`config.mk`:
```
export PLATFORM = sky130hd
export DESIGN_NAME = imem_loader
export DESIGN_NICKNAME = d
export VERILOG_FILES = /design/src/rtl/loader_pkg.sv /design/src/rtl/byte_packer.sv /design/src/rtl/imem_loader.sv
export SDC_FILE = /design/constraint.sdc
export NUM_CORES = 1
export LEC_CHECK = 0
export CAP_MARGIN = 25
export CORE_MARGIN = 8
export CORE_UTILIZATION = 40
export DETAILED_ROUTE_END_ITERATION = 8
export GPL_TIMING_DRIVEN = 0
export SETUP_SLACK_MARGIN = 0.15
export SLEW_MARGIN = 20
export SYNTH_ARGS = -nofsm -noshare
export SYNTH_HDL_FRONTEND = slang
export SYNTH_SLANG_ARGS = --single-unit
```
`constraint.sdc`:
```
create_clock -name clk -period 8.7 [get_ports clk]
set_input_delay 2.61 -clock clk [delete_from_list [all_inputs] [get_ports clk]]
set_output_delay 2.61 -clock clk [all_outputs]
set_load 0.02 [all_outputs]
```
`src/rtl/loader_pkg.sv`:
```
// Shared definitions for the boot-time instruction-memory loader.
// Holds the loader FSM state encoding and the default sizing constants.
package loader_pkg;

  localparam int LOADER_ADDR_WIDTH = 6;
  localparam int CHK_WIDTH         = 8;

  typedef enum logic [2:0] {
    IDLE,
    RECV,
    CHECK,
    DONE,
    ERR
  } state_t;

endpackage

```
`src/rtl/byte_packer.sv`:
```
// Packs a stream of bytes into little-endian 32-bit words.
// The first byte of each word lands in bits 7:0.
module byte_packer (
  input  logic        clk,
  input  logic        reset,
  input  logic        clear,
  input  logic        enable,
  input  logic [7:0]  byte_in,
  output logic        last_byte,
  output logic        word_valid,
  output logic [31:0] word
);

  logic [1:0]  idx;
  logic [23:0] low_bytes;

  // High when the byte now being offered completes the current word.
  assign last_byte = (idx == 2'd3);

  // NOTE: sequential state uses non-blocking assignments only, so every
  // register samples the values from before the clock edge.
  always_ff @(posedge clk or posedge reset) begin
    if (reset) begin
      idx        <= '0;
      low_bytes  <= '0;
      word_valid <= 1'b0;
      word       <= '0;
    end else begin
      word_valid <= 1'b0;
      if (clear) begin
        idx       <= '0;
        low_bytes <= '0;
      end else if (enable) begin
        idx <= idx + 2'd1;
        case (idx)
          2'd0: low_bytes[7:0]   <= byte_in;
          2'd1: low_bytes[15:8]  <= byte_in;
          2'd2: low_bytes[23:16] <= byte_in;
          2'd3: begin
            // The output word only changes on completion, so it holds between writes.
            word       <= {byte_in, low_bytes};
            word_valid <= 1'b1;
          end
        endcase
      end
    end
  end

endmodule

```
`src/rtl/imem_loader.sv`:
```
// Boot-time loader: fills instruction memory from a byte stream, verifies a
// trailing checksum byte, and stalls the core while the load is in progress.
module imem_loader
  import loader_pkg::*;
#(
  parameter int ADDR_WIDTH = LOADER_ADDR_WIDTH
) (
  input  logic                  clk,
  input  logic                  reset,
  input  logic                  start,
  input  logic [ADDR_WIDTH:0]   word_count,
  input  logic                  byte_valid,
  input  logic [7:0]            byte_data,
  output logic                  byte_ready,
  output logic                  wr_en,
  output logic [ADDR_WIDTH-1:0] wr_addr,
  output logic [31:0]           wr_data,
  output logic                  busy,
  output logic                  core_hold,
  output logic                  done,
  output logic                  error
);

  localparam logic [ADDR_WIDTH:0] MAX_WORDS = {1'b1, {ADDR_WIDTH{1'b0}}};
  localparam logic [ADDR_WIDTH:0] ONE_WORD  = {{ADDR_WIDTH{1'b0}}, 1'b1};

  state_t                state;
  logic [ADDR_WIDTH:0]   word_idx;
  logic [ADDR_WIDTH:0]   target;
  logic [ADDR_WIDTH:0]   word_next;
  logic [CHK_WIDTH-1:0]  chk_acc;
  logic [CHK_WIDTH-1:0]  chk_sum;
  logic                  accept;
  logic                  count_ok;
  logic                  load_start;
  logic                  pack_en;
  logic                  pk_last;

  assign busy       = (state == RECV) || (state == CHECK);
  assign byte_ready = busy;
  assign core_hold  = busy;

  assign accept     = byte_valid && busy;
  assign count_ok   = (word_count != '0) && (word_count <= MAX_WORDS);
  assign load_start = start && !busy && count_ok;
  assign pack_en    = accept && (state == RECV);
  assign word_next  = word_idx + ONE_WORD;
  // Sized sum so the modulo-256 wrap happens before the zero test.
  assign chk_sum    = chk_acc + byte_data;

  byte_packer u_packer (
    .clk        (clk),
    .reset      (reset),
    .clear      (load_start),
    .enable     (pack_en),
    .byte_in    (byte_data),
    .last_byte  (pk_last),
    .word_valid (wr_en),
    .word       (wr_data)
  );

  always_ff @(posedge clk or posedge reset) begin
    if (reset) begin
      state    <= IDLE;
      word_idx <= '0;
      target   <= '0;
      chk_acc  <= '0;
      wr_addr  <= '0;
      done     <= 1'b0;
      error    <= 1'b0;
    end else begin
      case (state)
        IDLE, DONE, ERR: begin
          if (start) begin
            if (count_ok) begin
              state    <= RECV;
              word_idx <= '0;
              target   <= word_count;
              chk_acc  <= '0;
              done     <= 1'b0;
              error    <= 1'b0;
            end else begin
              state <= ERR;
              done  <= 1'b1;
              error <= 1'b1;
            end
          end
        end
        RECV: begin
          if (accept) begin
            chk_acc <= chk_sum;
            if (pk_last) begin
              wr_addr  <= word_idx[ADDR_WIDTH-1:0];
              word_idx <= word_next;
              if (word_next == target) state <= CHECK;
            end
          end
        end
        CHECK: begin
          if (accept) begin
            done <= 1'b1;
            if (chk_sum == '0) begin
              state <= DONE;
            end else begin
              state <= ERR;
              error <= 1'b1;
            end
          end
        end
        default: state <= IDLE;
      endcase
    end
  end

endmodule

```
==> reports/metrics.cfg <==
[sta]
period_share_pct=57.0
rsz0062_at_grt=no
clock.fmax_mhz=202
hold_violations=0
hold_slack_ps=476
maxSlewViolCount=0
finalSetupTns_ps=0
period_needed_ps=4960
setup_viol=0
fin_skew_ps=9.30
tightest_slew_ps=752
slew_headroom_pct=48.6
timing.final.ws_setup_ps=3740

[placement]
io_buffer_count=62
place_ws_ps=3370
routabilityCongestion=0.842
place_area_um2=5190
place.detailed.hpwl_um=7590

[drt]
vias=3509
drc=0
firstDrtPassIters=4
wl_per_cell_um=15.0
ant_nets=0
drt_iter0_markers=154
drt-total-wl_um=10400
via_per_inst=5.05

[critical_path]
critPathMaxFanout=5
crit_path_start_kind=input port
ff2ff_path_depth=8
worstPathRequired_ps=8980
crit_chain=clkdlybuf4s50_1 -> ha_1 -> a211oi_1 -> o21bai_1 -> a2111oi_0 -> nor3_1 -> nor3_1 -> mux2i_1
critPathKind=in -> reg
cp.arrival_ps=5240
slowest_delay_ps=710
cp_common_cell=nor3_1
endpoint_kind=flop
crit_slowest_cell=a2111oi_0

[cts]
cts_sinks=92
root_buffer=clkbuf_8
cts-buffers-inserted=9
cts_resized=0
path_clk_slew_ps=80
clk_latency_ps=360
ctsHoldBuffers=0
h-tree-depth=3
max-clock-path-buffers=2
tritoncts=done
post_cts.repair.setup_buffers=0

[synth]
netlist_area_um2=4370
synth.avg_cell_area_um2=9.13
yosysSeqAreaShare_pct=52.7
ys_ff_latch=92
synth_ff_type=dfrtp_1
ys_async_sr_fraction_pct=100
synth.distinct_cells=52
synth_edf_count=0
yosys_warnings=0
syn_inst=478
synth_nets=510

[cells_and_area]
syn_to_final_growth_pct=22.6
num-fill-cells=1059
fin_area_um2=5350
diodes=0
final_nets=584
drive_gt1_share_pct=6.13

[global_route]
grt_pass1_vias=3590
gr-usage-all-layers_pct=15.2
grt_max_degree=72
overflow=0
grt_pass1_wl_um=17600
antenna_found_initial=0

[floorplanning]
die_y_um=120
die_w_um=120
core_um2=10700
initial_core_util_pct=40.6
num_rows=38
ios=63
die_area_um2=14500

[power]
total_power_mw=1.27
ir_drop_mv=0.131
p_per_area_nw_per_um2=238
power_leakage_nw=2.48

[worst_hold_path]
hold_depth=2
hold_path_class=reg -> reg

[run_status]
run_status=complete, no violations

[job]
drv_cap=0

cells by family (layout without fill, tap and decap cells):
family,after synthesis,after routing,share of synthesized area [%]
multiplexers,9,9,2.26
AO/OA/AOI/OAI,77,77,10.9
XOR/XNOR,16,16,3.21
buffers and inverters,43,120,4.30
flip-flops,92,92,52.7
AND/OR/NAND/NOR,228,228,22.7
adder cells (fa/ha/maj),13,13,3.90
critical path, delay by kind of cell:
| kind | cells | cell delay (ps) |
|---|---|---|
| buffers and inverters | 1 | 580 |
| adders and majority gates | 1 | 330 |
| muxes | 1 | 200 |
| and+or+nand+nor | 2 | 360 |
| AOI/OAI and AO/OA | 3 | 1160 |
area by class of cell:
cell class                 count  area, um2  area share [%]
multi-input combinational    343       1880            35.0
sequential                    92       2300            43.0
tap                          140        175            3.27
clock inverter                 2       12.5           0.234
timing repair buffer          63        648            12.1
clock buffer                  12        145            2.71
inverter                      12       50.0           0.935
buffer                        31        143            2.67
metal layers:
metal | global-route usage, % | vias up | share of wire (%)
li1 | - | 1745 | -
met3 | 3.36 | 12 | 4.4
met4 | 7.34 | 0 | 1.9
met2 | 23.8 | 64 | 46
met5 | 0 | - | 0
met1 | 19.5 | 1688 | 47
final timing paths:
check | startpoint | endpoint | slack [ps]
min | wr_addr[3] | wr_addr[3] | 480
min in group asynchronous | reset | u_packer.word[27] | 2550
max reg2reg | state[0] | word_idx[6] | 6020
max in group asynchronous | reset | u_packer.word[25] | 5540
min reg2reg | wr_addr[3] | wr_addr[3] | 480
max | byte_data[2] | chk_acc[7] | 3740
Yosys cell counts, types with 2 or more instances:
| master | n | area share [%] |
|---|---|---|
| dfrtp_1 | 92 | 53 |
| inv_1 | 12 | 1.0 |
| buf_1 | 8 | 0.69 |
| a21oi_1 | 27 | 3.1 |
| mux2i_1 | 2 | 0.46 |
| o21ai_0 | 13 | 1.5 |
| mux2_2 | 7 | 1.8 |
| a2111oi_0 | 2 | 0.40 |
| o31ai_1 | 2 | 0.34 |
| nor2b_1 | 6 | 0.86 |
| clkbuf_1 | 18 | 1.5 |
| a211oi_1 | 3 | 0.52 |
| a31o_2 | 2 | 0.40 |
| o21ai_1 | 8 | 0.92 |
| buf_4 | 3 | 0.52 |
| nand3b_1 | 2 | 0.34 |
| and3_1 | 3 | 0.43 |
| xnor2_1 | 10 | 2.0 |
| nor2_1 | 11 | 0.95 |
| and4_1 | 2 | 0.40 |
| nand3_1 | 34 | 3.9 |
| o21a_1 | 4 | 0.69 |
| ha_1 | 12 | 3.4 |
| xor2_1 | 6 | 1.2 |
| nand4_1 | 3 | 0.43 |
| buf_6 | 2 | 0.52 |
| o32a_1 | 2 | 0.46 |
| a31oi_1 | 3 | 0.43 |
| nand2_1 | 154 | 13 |
| nor3_1 | 3 | 0.34 |
through the flow:
stage,utilization (%),instances
final,49.8,695
after global routing,49.8,695
after CTS,49.8,695
after detailed placement,48.3,681
after global placement,48.0,680
after floorplan,-,478
sequential cells by signal (all words and copies together) (netlist names):
signal               flops
word_idx                 7
done                     1
u_packer.low_bytes      24
error                    1
u_packer.word           32
u_packer.word_valid      1
state                    3
wr_addr                  6
chk_acc                  8
u_packer.idx             2
target                   7
power breakdown:
part	internal, mW	switching, mW
combinational	0.207	0.256
sequential	0.507	0.0531
clock	0.108	0.142
total	0.823	0.451
placed cells by master, fill, tap and decap left out, types with 4 or more instances in the layout:
cell type / count
nand3_1: 34
nor2_1: 11
buf_1: 8
ha_1: 12
dfrtp_1: 92
clkbuf_8: 10
o21ai_0: 13
inv_1: 11
xnor2_1: 10
o21ai_1: 8
clkbuf_1: 20
clkdlybuf4s50_1: 62
nand2_1: 154
a21oi_1: 27
o21a_1: 4
nor2b_1: 6
mux2_2: 7
xor2_1: 6
Note: power is estimated with default switching activity, not from simulation.
